`config.mk`:
```
export PLATFORM = sky130hd
export DESIGN_NAME = event_pkt_decoder
export DESIGN_NICKNAME = d
export VERILOG_FILES = /design/src/rtl/event_pkt_pkg.sv /design/src/rtl/event_pkt_decoder_hit_counter_bank.sv /design/src/rtl/event_pkt_decoder.sv
export SDC_FILE = /design/constraint.sdc
export NUM_CORES = 1
export LEC_CHECK = 0
export CAP_MARGIN = 10
export CELL_PAD_IN_SITES_DETAIL_PLACEMENT = 1
export CELL_PAD_IN_SITES_GLOBAL_PLACEMENT = 1
export CORE_MARGIN = 8
export CORE_UTILIZATION = 33
export CTS_BUF_LIST = sky130_fd_sc_hd__clkbuf_4 sky130_fd_sc_hd__clkbuf_8
export CTS_CLUSTER_DIAMETER = 120
export DETAILED_ROUTE_END_ITERATION = 6
export PLACE_DENSITY_LB_ADDON = 0.1
export SLEW_MARGIN = 40
export SYNTH_ARGS = -nofsm -noshare
export SYNTH_HDL_FRONTEND = slang
export SYNTH_SLANG_ARGS = --single-unit
export TNS_END_PERCENT = 30
```
`constraint.sdc`:
```
create_clock -name clk -period 4 [get_ports clk]
set_clock_uncertainty 0.15 [all_clocks]
set_input_delay 1 -clock clk [delete_from_list [all_inputs] [get_ports clk]]
set_output_delay 1 -clock clk [all_outputs]
set_load 0.01 [all_outputs]
```
`src/rtl/event_pkt_pkg.sv`:
```
// Shared definitions for the LArPix event packet decoder: field layout, packet
// type code, trigger-type and FSM state enums, and the packed field record.
package event_pkt_pkg;

  localparam int PKT_W         = 64;
  localparam int TYPE_LSB      = 0;
  localparam int TYPE_W        = 2;
  localparam int CHIP_ID_LSB   = 2;
  localparam int CHIP_ID_W     = 8;
  localparam int CHANNEL_LSB   = 10;
  localparam int CHANNEL_W     = 6;
  localparam int TS_LSB        = 16;
  localparam int TS_W          = 32;
  localparam int FIRST_PKT_BIT = 47;
  localparam int ADC_LSB       = 48;
  localparam int ADC_W         = 10;
  localparam int TRIG_LSB      = 58;
  localparam int TRIG_W        = 2;
  localparam int FSTAT_LSB     = 60;
  localparam int FSTAT_W       = 2;
  localparam int DS_BIT        = 62;
  localparam int PARITY_BIT    = 63;

  localparam logic [TYPE_W-1:0] PKT_TYPE_DATA = 2'b01;

  typedef enum logic [TRIG_W-1:0] {
    TRIG_NATURAL  = 2'd0,
    TRIG_EXTERNAL = 2'd1,
    TRIG_CROSS    = 2'd2,
    TRIG_PERIODIC = 2'd3
  } trig_type_e;

  typedef enum logic [1:0] {
    ST_IDLE  = 2'd0,
    ST_FETCH = 2'd1,
    ST_LOAD  = 2'd2,
    ST_HOLD  = 2'd3
  } dec_state_e;

  // Bits [DS_BIT:CHIP_ID_LSB] of a packet, MSB first, so a slice casts directly.
  typedef struct packed {
    logic                 downstream;
    logic [FSTAT_W-1:0]   fifo_status;
    trig_type_e           trigger;
    logic [ADC_W-1:0]     adc;
    logic [TS_W-1:0]      timestamp;
    logic [CHANNEL_W-1:0] channel;
    logic [CHIP_ID_W-1:0] chip;
  } evt_fields_t;

  // Odd parity: a good packet has an odd number of ones over all 64 bits.
  function automatic logic parity_ok(input logic [PKT_W-1:0] pkt);
    return ^pkt;
  endfunction

endpackage

```
`src/rtl/event_pkt_decoder_hit_counter_bank.sv`:
```
// Per-channel 16-bit saturating hit counters with a combinational read port.
// Only instantiated when EVENT_PKT_DECODER_HIT_COUNTERS_EN is defined.
module hit_counter_bank #(
  parameter int NUMCHANNELS = 64,
  parameter int SEL_W       = $clog2(NUMCHANNELS)
) (
  input  logic             clk,
  input  logic             reset,
  input  logic             clear_i,
  input  logic             inc_i,
  input  logic [SEL_W-1:0] inc_sel_i,
  input  logic [SEL_W-1:0] rd_sel_i,
  output logic [15:0]      rd_count_o
);

  logic [15:0] count_q [NUMCHANNELS];

  // NOTE: the bank must read zero after reset/clear, so every entry is reset
  // explicitly; this keeps it in flops rather than a RAM macro.
  always_ff @(posedge clk) begin
    if (reset || clear_i) begin
      for (int i = 0; i < NUMCHANNELS; i++) count_q[i] <= '0;
    end else if (inc_i && (count_q[inc_sel_i] != 16'hFFFF)) begin
      count_q[inc_sel_i] <= count_q[inc_sel_i] + 16'd1;
    end
  end

  assign rd_count_o = count_q[rd_sel_i];

endmodule

```
`src/rtl/event_pkt_decoder.sv`:
```
// Pulls LArPix packets from the shared event FIFO, checks odd parity, filters,
// decodes and holds each event on a valid/ready port. Hit counters: EVENT_PKT_DECODER_HIT_COUNTERS_EN.
module event_pkt_decoder
  import event_pkt_pkg::*;
#(
  parameter int NUMCHANNELS = 64,
  parameter int WIDTH       = 64
) (
  input  logic                           clk,
  input  logic                           reset,
  input  logic [WIDTH-1:0]               fifo_dout,
  input  logic                           fifo_empty,
  output logic                           read_fifo_n,
  output logic                           evt_valid,
  input  logic                           evt_ready,
  output logic [7:0]                     chip_id,
  output logic [5:0]                     channel_id,
  output logic [31:0]                    timestamp_32b,
  output logic                           first_packet,
  output logic [9:0]                     adc_word,
  output logic [1:0]                     trigger_type,
  output logic [1:0]                     fifo_status,
  output logic                           downstream,
  output logic                           parity_err,
  input  logic                           enable_chip_filter,
  input  logic [7:0]                     chip_id_filter,
  input  logic                           drop_bad_parity,
  input  logic                           clear_counts,
  output logic [31:0]                    pkt_count,
  output logic [15:0]                    parity_err_count,
  output logic [15:0]                    drop_count,
  input  logic [$clog2(NUMCHANNELS)-1:0] hit_count_sel,
  output logic [15:0]                    hit_count
);

  dec_state_e  state_q, state_d;
  evt_fields_t in_fields, fields_q;
  logic        read_n_q, evt_valid_q, parity_err_q;
  logic        par_fail, drop, load_evt;
  logic [31:0] pkt_count_q;
  logic [15:0] parity_err_count_q, drop_count_q;

  assign in_fields = evt_fields_t'(fifo_dout[DS_BIT:CHIP_ID_LSB]);
  assign par_fail  = !parity_ok(fifo_dout);
  assign drop      = (fifo_dout[TYPE_LSB +: TYPE_W] != PKT_TYPE_DATA)
                  || (enable_chip_filter && (in_fields.chip != chip_id_filter))
                  || (par_fail && drop_bad_parity);
  assign load_evt  = (state_q == ST_LOAD) && !drop;

  // NOTE: state_d gets a default before the case so no path can infer a latch.
  always_comb begin
    state_d = state_q;
    unique case (state_q)
      ST_IDLE:  if (!fifo_empty) state_d = ST_FETCH;
      ST_FETCH: state_d = ST_LOAD;
      ST_LOAD:  state_d = drop ? ST_IDLE : ST_HOLD;
      ST_HOLD:  if (evt_ready) state_d = ST_IDLE;
      default:  state_d = ST_IDLE;
    endcase
  end

  // NOTE: sequential state uses non-blocking assignments so every flop samples
  // pre-edge values regardless of statement order.
  always_ff @(posedge clk) begin
    if (reset) begin
      state_q      <= ST_IDLE;
      read_n_q     <= 1'b1;
      evt_valid_q  <= 1'b0;
      fields_q     <= '0;
      parity_err_q <= 1'b0;
    end else begin
      state_q     <= state_d;
      read_n_q    <= (state_d != ST_FETCH);
      evt_valid_q <= (state_d == ST_HOLD);
      if (load_evt) begin
        fields_q     <= in_fields;
        parity_err_q <= par_fail;
      end
    end
  end

  // Clear shares the reset branch, so a coincident increment is discarded.
  always_ff @(posedge clk) begin
    if (reset || clear_counts) begin
      pkt_count_q        <= '0;
      parity_err_count_q <= '0;
      drop_count_q       <= '0;
    end else if (state_q == ST_LOAD) begin
      if (!drop)                       pkt_count_q  <= pkt_count_q + 32'd1;
      else if (drop_count_q != 16'hFFFF) drop_count_q <= drop_count_q + 16'd1;
      if (par_fail && (parity_err_count_q != 16'hFFFF))
        parity_err_count_q <= parity_err_count_q + 16'd1;
    end
  end

  assign read_fifo_n      = read_n_q;
  assign evt_valid        = evt_valid_q;
  assign chip_id          = fields_q.chip;
  assign channel_id       = fields_q.channel;
  assign timestamp_32b    = fields_q.timestamp;
  assign first_packet     = fields_q.timestamp[FIRST_PKT_BIT-TS_LSB];
  assign adc_word         = fields_q.adc;
  assign trigger_type     = fields_q.trigger;
  assign fifo_status      = fields_q.fifo_status;
  assign downstream       = fields_q.downstream;
  assign parity_err       = parity_err_q;
  assign pkt_count        = pkt_count_q;
  assign parity_err_count = parity_err_count_q;
  assign drop_count       = drop_count_q;

`ifdef EVENT_PKT_DECODER_HIT_COUNTERS_EN
  hit_counter_bank #(
    .NUMCHANNELS (NUMCHANNELS)
  ) u_hit_counter_bank (
    .clk        (clk),
    .reset      (reset),
    .clear_i    (clear_counts),
    .inc_i      (load_evt),
    .inc_sel_i  (in_fields.channel[$clog2(NUMCHANNELS)-1:0]),
    .rd_sel_i   (hit_count_sel),
    .rd_count_o (hit_count)
  );
`else
  logic unused_hit_sel;
  assign unused_hit_sel = ^hit_count_sel;
  assign hit_count      = '0;
`endif

endmodule

```
* After elaboration in Yosys (flattened, before gate mapping) *
Cells that the tools add are included.

operators by class
  $add $sub $neg = 3
  equal/unequal tests = 9
  mux-type cells = 4
  bitwise gates (word level) = 1
  reductions and logical operators = 14

operator list
  cell                     number
  $reduce_xor A64 Y1       1
  $add A16 B1 Y16 const B  2
  $add A32 B1 Y32 const B  1
  $ne A16 B16 Y1 const B   2
  $ne A8 B8 Y1             1
  $pmux W2 S4              1
  $eq A2 B2 Y1 const B     3
  $mux W2                  3
  $logic_and A1 B1 Y1      4
  $ne A2 B1 Y1 const B     2
  $reduce_and A2 Y1        2
  $logic_or A1 B1 Y1       3
  $reduce_and A3 Y1        1
  $eq A2 B1 Y1 const B     1
  $logic_not A1 Y1         2
  $logic_not A2 Y1         1
  $not A1 Y1               1

word-level totals
  register bits = 130
  input bits = 85
  output and inout bits = 145
  logic and storage cells = 45

* Logic depth before layout (Yosys ltp) *
Gate-level depths: netlist (run 1).

  depth after elaboration = 7
  depth in mapped cells = 12
  depth with buffers taken out = 10

* Least setup slack after synthesis (run 1) *
No wires, ideal clock.

  path type = in2reg
  from = in fifo_dout[20]
  to = reg pkt_count_q[10], in the netlist pkt_count[10]
  library setup time = 70 ps
  data arrival time = 3473 ps
  data required time = 3780 ps
  path slack = 307 ps
  stages on the path = 9
  path buffers = 1
  cell sequence = xnor3_1 xnor3_1 xnor3_1 xnor3_1 xnor3_1 a211o_1 buf_2 or3_1 a21oi_1

between the ends
  longest elaborated chain between the ends = 6

ends and longest elaborated chain
  item                                line                     source
  start, declared                     event_pkt_decoder.sv:11  input logic [WIDTH-1:0] fifo_dout,
  $reduce_xor A64 Y1                  event_pkt_pkg.sv:53      return ^pkt;
  $logic_not A1 Y1                    event_pkt_decoder.sv:44  assign par_fail = !parity_ok(fifo_dout);
  $logic_and A1 B1 Y1                 event_pkt_decoder.sv:47  || (par_fail && drop_bad_parity);
  $logic_or A1 B1 Y1                  event_pkt_decoder.sv:47
  $not A1 Y1 (no source line)         -
  $reduce_and A2 Y1 (no source line)  -
  end signal, assigned                event_pkt_decoder.sv:89  if (!drop) pkt_count_q <= pkt_count_q + 32'd1;
  end, declared                       event_pkt_decoder.sv:40  logic [31:0] pkt_count_q;

Every way passes these cells.
A chain may end at the register's enable or synchronous reset.

* Worst setup path in the final report (run 1) *
  from = in fifo_dout[22]
  to = reg pkt_count_q[22], in the netlist pkt_count[22]

Same word-level chain as after synthesis.

==> results.json, run 1 <==
{
  "outcome": "finished, final reports clean",
  "timing.setup.critical_path_class": "input pin to flip-flop",
  "post_route_cells_drive_above_1_share_pct": 11.8,
  "synth-async-reset-ratio_pct": 0,
  "place.gp.congestion": 0.813,
  "route.final.wire_length_um": 23100,
  "avgSynthCellArea_um2": 8.18,
  "critical_path.n_buffers_inverters": 1,
  "worstSetupStartpointType": "input pin",
  "hold_crit_endpoint": "adc_word[7]$_SDFFE_PP0P_",
  "ios": 230,
  "nNetsFinal": 1084,
  "first_pass_iteration_count_of_the_detailed_router": 5,
  "die_x_um": 153,
  "initial_core_util_pct": 33.5,
  "worst_r2r_endpoint": "pkt_count[26]$_SDFFE_PP0P_",
  "synth_top_cell_area_share_pct": 41.9,
  "clk_path_buf_depth": 2,
  "timing.critical_path.max_delay_family": "XOR/XNOR gates",
  "dpl-instance-area_um2": 8740,
  "synth_warnings": 0,
  "postSynthCellCount": 760,
  "floorplan.die_area_um2": 23500,
  "grt.total_usage_pct": 18.8,
  "rsz0062_at_grt": "no",
  "setup_viol_count_final": 0,
  "synth.yosys.seq_area_share_pct": 41.9,
  "synth_edf_count": 0,
  "p_per_area_nw_per_um2": 411,
  "drv_slew": 0,
  "vdd_ir_drop_max_mv": 0.301,
  "cts_tree": "yes",
  "clock.fmax_ghz": 0.257,
  "synth.ff_latch_count": 130,
  "worst-path-max-fanout": 6,
  "cts_made_buffers": 17,
  "cts.sink_count": 130,
  "timing.reg2reg.worst_path_depth": 7,
  "areaGrowthSynthToFinish_pct": 51.6,
  "grt_pass1_vias": 6723,
  "initialDrtViolationCount": 232,
  "synth_cell_types": 45,
  "detailroute.via_count": 6383,
  "placeableCoreArea_um2": 18600,
  "grt_start_max_net_pins": 67,
  "total_drc_errors_in_the_routed_layout": 0,
  "fin_ws_ns": 0.104,
  "buffer_ports.inserted": 207,
  "critPathCaptureType": "flip-flop",
  "ys.flop_type": "sky130_fd_sc_hd__dfxtp_1",
  "p_leak_uw": 0.00310,
  "layout_worst_path_cycle_share_pct": 97.4,
  "grt_antenna_before_repair": 3,
  "wire_per_inst_um": 18.6,
  "worst_path_largest_cell_delay_ns": 0.53,
  "final_cell_area_um2": 9430,
  "least_margin_pin_slew_ns": 0.798,
  "max-slew-margin-rel_pct": 46.8,
  "worstPathCellList": "clkdlybuf4s50_1 > xnor2_1 > xnor2_1 > xnor3_1 > xnor3_1 > xnor3_2 > a211o_4 > or4_4 > a21oi_2",
  "root_buffer_selected_by_cts": "sky130_fd_sc_hd__clkbuf_8",
  "clk_latency_ns": 0.45,
  "critical_path.reg2reg.startpoint": "pkt_count[4]$_SDFFE_PP0P_",
  "cts_max_level": 4,
  "synth_top_area_cell": "sky130_fd_sc_hd__dfxtp_1",
  "dp_hpwl_um": 17100,
  "timing.critical_path.required_ns": 4.22,
  "chipHeight_um": 153,
  "worst-endpoint-arrival_ns": 4.11,
  "placement.setup.worst_slack_ns": -0.593,
  "drv.max_cap_violation_count": 0,
  "slowest_stage": "sky130_fd_sc_hd__or4_4",
  "hold_viol_final": 0,
  "synth_commonest_cells": "155 x sky130_fd_sc_hd__nand2_1, 130 x sky130_fd_sc_hd__dfxtp_1, 111 x sky130_fd_sc_hd__a21oi_1, 69 x sky130_fd_sc_hd__xnor2_1, 26 x sky130_fd_sc_hd__clkbuf_1",
  "yosys-top-cells-area": "sky130_fd_sc_hd__dfxtp_1 42%, sky130_fd_sc_hd__xnor2_1 9.7%, sky130_fd_sc_hd__nand2_1 9.4%",
  "via_per_inst": 5.13,
  "syn-cell-area_um2": 6220,
  "global_route.overflow_total": 0,
  "grt_pass1_wl_um": 35700,
  "postRouteAntennaNets": 0,
  "finalCriticalPeriod_ns": 3.90,
  "holdCritStartpoint": "adc_word[7]$_SDFFE_PP0P_",
  "reg2reg_slack_ns": 1.23,
  "post-synth-top-count-cell": "sky130_fd_sc_hd__nand2_1",
  "hp-class": "flip-flop to flip-flop",
  "num_rows": 50,
  "min_delay_path_depth": 2,
  "worst_setup_hold_path_clk_slew_ns": 0.08
}
[through the flow]
| stage | util (%) | TNS [ns] | power, uW | std cells | hold WS (ns) |
|---|---|---|---|---|---|
| 6_report | 50.8 | 0 | 3880 | 1244 | 0.308 |
| 5_1_grt | 50.8 | 0 | 4100 | 1244 | 0.336 |
| 4_1_cts | 49.5 | 0 | 3800 | 1234 | 0.312 |
| 3_5_place_dp | 47.1 | -49.80 | 2520 | 1202 | 0.299 |
| 3_3_place_gp | 47.1 | -43.83 | 2480 | 1202 | 0.292 |
| 2_1_floorplan | - | 0 | 1890 | 775 | 0.331 |
[how the worst max path moves through the flow]
stage                              from                          to  slack (ns)  cells past startpoint
after global placement    fifo_dout[53]  pkt_count[18]$_SDFFE_PP0P_       -0.52                     11
after global routing      fifo_dout[12]  drop_count[9]$_SDFFE_PP0P_        0.01                     12
after detailed placement  fifo_dout[20]  pkt_count[16]$_SDFFE_PP0P_       -0.59                     10
final                     fifo_dout[22]  pkt_count[22]$_SDFFE_PP0P_        0.10                      9
after floorplan           fifo_dout[20]  pkt_count[10]$_SDFFE_PP0P_        0.31                      9
after CTS                  fifo_dout[1]  pkt_count[16]$_SDFFE_PP0P_        0.04                     12
[kinds of logic after synthesis]
family | Yosys count | synth area share, %
DFF | 130 | 41.9
xor gates and xnor gates | 83 | 13.0
and+or+nand+nor | 294 | 22.7
adders and majority gates | 4 | 0.805
muxes | 1 | 0.161
buffers and inverters | 74 | 5.75
other | 1 | 0.0603
AOI/OAI and AO/OA | 173 | 15.6
[state kept, by name (all words and copies together) (netlist names)]
| name | cells |
|---|---|
| parity_err_count | 16 |
| adc_word | 10 |
| channel_id | 6 |
| state_q | 2 |
| fifo_status | 2 |
| read_fifo_n | 1 |
| evt_valid | 1 |
| parity_err | 1 |
| timestamp_32b | 32 |
| downstream | 1 |
| chip_id | 8 |
| trigger_type | 2 |
| pkt_count | 32 |
| drop_count | 16 |
[metal layers]
metal | GRT usage (%) | routed length [um] | vias to the layer above
met5 | 0 | 17 | -
met4 | 8.67 | 756 | 2
met3 | 5.75 | 1280 | 46
met1 | 20.9 | 9690 | 3083
met2 | 32.3 | 11400 | 175
li1 | - | - | 3077
[repair_timing]
item | CTS | global route
setup endpoints to repair | 18 | 71
hold buffers | 0 | 0
cloned | 0 | 4
resized for setup | 3 | 29
hold endpoints to repair | 0 | 0
setup buffers | 0 | 4
pin swaps | 1 | 6
[worst register-to-register path, stage by stage, from the launching register on]
cell	delay, ns
sky130_fd_sc_hd__dfxtp_1	0.44
sky130_fd_sc_hd__and4_1	0.24
sky130_fd_sc_hd__and4_1	0.30
sky130_fd_sc_hd__and4_1	0.24
sky130_fd_sc_hd__nand4_1	0.27
sky130_fd_sc_hd__or3_1	0.50
sky130_fd_sc_hd__or4_1	0.44
sky130_fd_sc_hd__a21oi_1	0.14
[cell type report]
class                   count  area (um2)
fillers                  2179        9150
multi-input cells         572        3450
flip-flops and latches    130        2600
repair buffers            259        2570
well taps                 234         293
clock buffers              20         263
clock inverters            12         183
inverters                  15        56.3
diodes                      2        5.00
[where the power goes]
group          switching [uW]  internal [uW]
clock                     549            712
sequential               8.50           1300
combinational             641            664
[layout by cell type (no fill, tap or decap), types with 3 or more instances in the layout]
cell type                         netlist  layout
sky130_fd_sc_hd__dfxtp_1              130     130
sky130_fd_sc_hd__nor2_1                20      20
sky130_fd_sc_hd__and3_1                13      13
sky130_fd_sc_hd__or4_1                 19      15
sky130_fd_sc_hd__buf_12                 0       5
sky130_fd_sc_hd__a31o_2                 5       5
sky130_fd_sc_hd__buf_4                 17      42
sky130_fd_sc_hd__clkinvlp_4             0       3
sky130_fd_sc_hd__xnor2_1               69      68
sky130_fd_sc_hd__xor2_1                 8       8
sky130_fd_sc_hd__clkbuf_8               0      18
sky130_fd_sc_hd__nor3_1                 5       5
sky130_fd_sc_hd__clkinv_4               0       4
sky130_fd_sc_hd__a21oi_1              111      99
sky130_fd_sc_hd__a31oi_1                3       3
sky130_fd_sc_hd__or3_1                 20      18
sky130_fd_sc_hd__ha_1                   4       4
sky130_fd_sc_hd__dlymetal6s2s_1         0       4
sky130_fd_sc_hd__conb_1                 1      16
sky130_fd_sc_hd__inv_1                 15      15
sky130_fd_sc_hd__o31ai_1               17      17
sky130_fd_sc_hd__or4_4                  0       4
sky130_fd_sc_hd__nand2_1              155     155
sky130_fd_sc_hd__and4_1                 4       4
sky130_fd_sc_hd__nand4_1               14      14
sky130_fd_sc_hd__clkdlybuf4s50_1        0     202
sky130_fd_sc_hd__nor4_1                10      10
sky130_fd_sc_hd__o21ai_0               25      25
sky130_fd_sc_hd__xnor3_1                5       4
sky130_fd_sc_hd__bufinv_16              0       4
sky130_fd_sc_hd__a21oi_2                0      11
sky130_fd_sc_hd__nand3_1               21      21
sky130_fd_sc_hd__and2_1                 6       6
Power figures use the tool's default switching activity.
==> inputs of run 2 (changes only) <==
--- a/config.mk
+++ b/config.mk
@@ -17,5 +17,6 @@
 export SLEW_MARGIN = 40
 export SYNTH_ARGS = -nofsm -noshare
 export SYNTH_HDL_FRONTEND = slang
+export SYNTH_HIERARCHICAL = 1
 export SYNTH_SLANG_ARGS = --single-unit
 export TNS_END_PERCENT = 30
==> results of run 2 <==
The final DEF is identical to that of run 1; final timing and power are the same.
Main changes from that run: Yosys warning count 0 -> 6
==> RTL edit (flow settings as in run 2) <==
Put one more register stage on the output `parity_err_count`, cleared by the reset. The value now appears one clock later. The other outputs are not delayed to match.
--- a/src/rtl/event_pkt_decoder.sv
+++ b/src/rtl/event_pkt_decoder.sv
@@ -107,3 +107,9 @@
   assign pkt_count        = pkt_count_q;
-  assign parity_err_count = parity_err_count_q;
+  always_ff @(posedge clk) begin
+    if (reset) begin
+      parity_err_count <= '0;
+    end else begin
+      parity_err_count <= parity_err_count_q;
+    end
+  end
   assign drop_count       = drop_count_q;
Check against the original RTL: not equivalent (a bounded check fails within 4 cycles, from zero or initial values and one cycle with reset high).
==> RTL edit against run 2 <==
Fmax is 1.4% lower. Setup slack worse by 0.057 ns. Synthesized area is 6.9% higher. Non-clock buffer count is 2 higher. Wire length is 5.3% lower. Die area is 6.1% higher. Via count is 0.56% lower. First-iteration DRC count is 0.43% higher. Final area is 2.8% higher. Total power is 3.9% lower. Critical path depth stayed put. Sequential cell count is 16 higher. Largest power group unchanged.
==> RTL edit: results (changes against run 2) <==
| Metric | Value |
|---|---|
| Detail Route met3 WL | 1.17 mm (-8.9%) |
| Wire length on met1 | 9.56 mm (-1.3%) |
| Worst slack at placement | -0.544 ns (+0.0492 ns) |
| Internal power | 2.54 mW (-5.2%) |
| Synth top area cells | dfxtp_1 (44%), xnor2_1 (9.1%), nand2_1 (8.8%), a21oi_1 (8.4%), or4_1 (2.1%) |
| Tightest Pin Transition | 0.609 ns (-0.189 ns) |
| Layout cells sized above 1 | 9.99% (-1.8 points) |
| First-pass GRT wire length | 34.0 mm (-4.8%) |
| Count of nets after finishing | 1,117 (+3.0%) |
| Hold violation total from the final report | 0 (unchanged) |
| Main synth FF type | dfxtp_1 |
| Top cells by count, synth | nand2_1 (155), dfxtp_1 (146), a21oi_1 (111), xnor2_1 (69), clkbuf_1 (29) |
| Synth async-reset ratio | 0% (unchanged) |
| Initial antenna violation count | 1 (-2) |
| Starting DRC count in detailed routing | 233 (+0.43%) |
| Worst-path fanout max | 14 (+8) |
| Sequential element share of the synthesized area | 44.0% (+2.1 points) |
| Worst skew pair latency | 0.45 ns (about the same) |
| CTS root buffer | clkbuf_8 |
| Leakage | 3.17 nW (+2.1%) |
| Hold Path Class | flip-flop to flip-flop |
| CTS Buf Count | 17 (unchanged) |
| HPWL reported at the end of detailed placement | 16.2 mm (-5.1%) |
| Synth warnings | 6 (unchanged) |
| Placed inst area | 9260 sq um (+5.9%) |
| Routed WL per cell | 16.6 microns (-10%) |
| H-tree depth | 4 (unchanged) |
| Worst path max stage delay | 0.52 ns |
| Largest net degree at the start of global routing | 64 (-4.5%) |
| WL met2 | 10.8 mm (-5.3%) |
| Run status | finished, final reports clean |
| CP max stage cell | or4_1 |
| Vias | 6,347 (-0.56%) |
| Worst VDD drop | 0.000273 V (-9.4%) |
| Arrival @ worst endpoint | 4.18 ns (+0.07 ns) |
| Worst-path clk slew | 0.09 ns |
| CTS Buffer Depth | 2 (unchanged) |
| Top cell family by delay on the critical path | XOR/XNOR gates |
| Drt first pass iters | 4 (-1) |
| Uppermost layer routed | met4 |
| Placer Congestion | 0.740 (-9.0%) |
| Post-synth cell types | 45 (unchanged) |
| Port Buffers | 207 (unchanged) |
| Overall routing resource usage | 17.3% (-1.5 points) |
RTL edit: changes by cell type after synthesis, sizes merged:
cell and delta:
clkbuf +3, dfxtp +16, buf -1, nor2b +16
RTL edit: tightest hold or removal path: cells and delay by family, from the launching register on:
kind | cells | cell delay [ns]
AND/OR/NAND/NOR | 1 | 0.05
flip-flops | 1 | 0.31
AO/OA/AOI/OAI | 1 | 0.05
RTL edit: path summary, 6_finish.rpt:
| check | slack, ns | from | depth (start not counted) | to |
|---|---|---|---|---|
| setup / recovery | 0.05 | fifo_dout[20] | 9 | pkt_count[30]$_SDFFE_PP0P_ |
| hold / removal | 0.30 | chip_id[1]$_SDFFE_PP0P_ | 2 | chip_id[1]$_SDFFE_PP0P_ |
| setup reg to reg | 1.25 | pkt_count[4]$_SDFFE_PP0P_ | 7 | pkt_count[26]$_SDFFE_PP0P_ |
| hold reg to reg | 0.30 | chip_id[1]$_SDFFE_PP0P_ | 2 | chip_id[1]$_SDFFE_PP0P_ |
RTL edit: kinds of logic (layout without fill, tap and decap cells):
group,Yosys count,after routing,share of synthesized area (%)
xor+xnor,83,83,12.2
buf+inv,76,308,5.48
fa+ha+maj,4,4,0.753
simple gates,310,310,22.7
other cells,1,20,0.0564
mux,1,1,0.151
flops,146,146,44.0
compound gates,173,173,14.6
RTL edit: routing by layer:
metal | up-vias | global-route usage, %
li1 | 3179 | -
met1 | 3010 | 20.6
met2 | 138 | 29.5
met3 | 20 | 3.96
met4 | 0 | 6.75
met5 | - | 0
RTL edit: cell type report:
cell class | instances | area (sq um)
fillers | 2422 | 10300
multi-input cells | 587 | 3470
flip-flops and latches | 146 | 2920
repair buffers | 261 | 2510
well taps | 270 | 338
clock buffers | 19 | 262
clock inverters | 13 | 124
inverters | 15 | 56.3
diodes | 4 | 10.0
RTL edit: what timing repair did:
action | 4_1_cts | 5_1_grt
endpoints found under the setup margin | 11 | 37
pin swaps | 0 | 3
setup buffers | 0 | 1
resized for setup | 2 | 6
RTL edit: per-stage QoR:
stage	utilization [%]	cells
2_1_floorplan	-	809
3_5_place_dp	46.3	1278
6_report	48.5	1315
4_1_cts	48.3	1310
5_1_grt	48.5	1312
3_3_place_gp	46.3	1278
RTL edit: power groups by stage:
stage	combinational, mW	clock [mW]	sequential, mW
CTS	1.07	1.19	1.47
detailed placement	1.06	0	1.51
global route	1.20	1.26	1.47
finish	1.11	1.15	1.47
global placement	1.04	0	1.51
floorplan	0.547	0	1.51
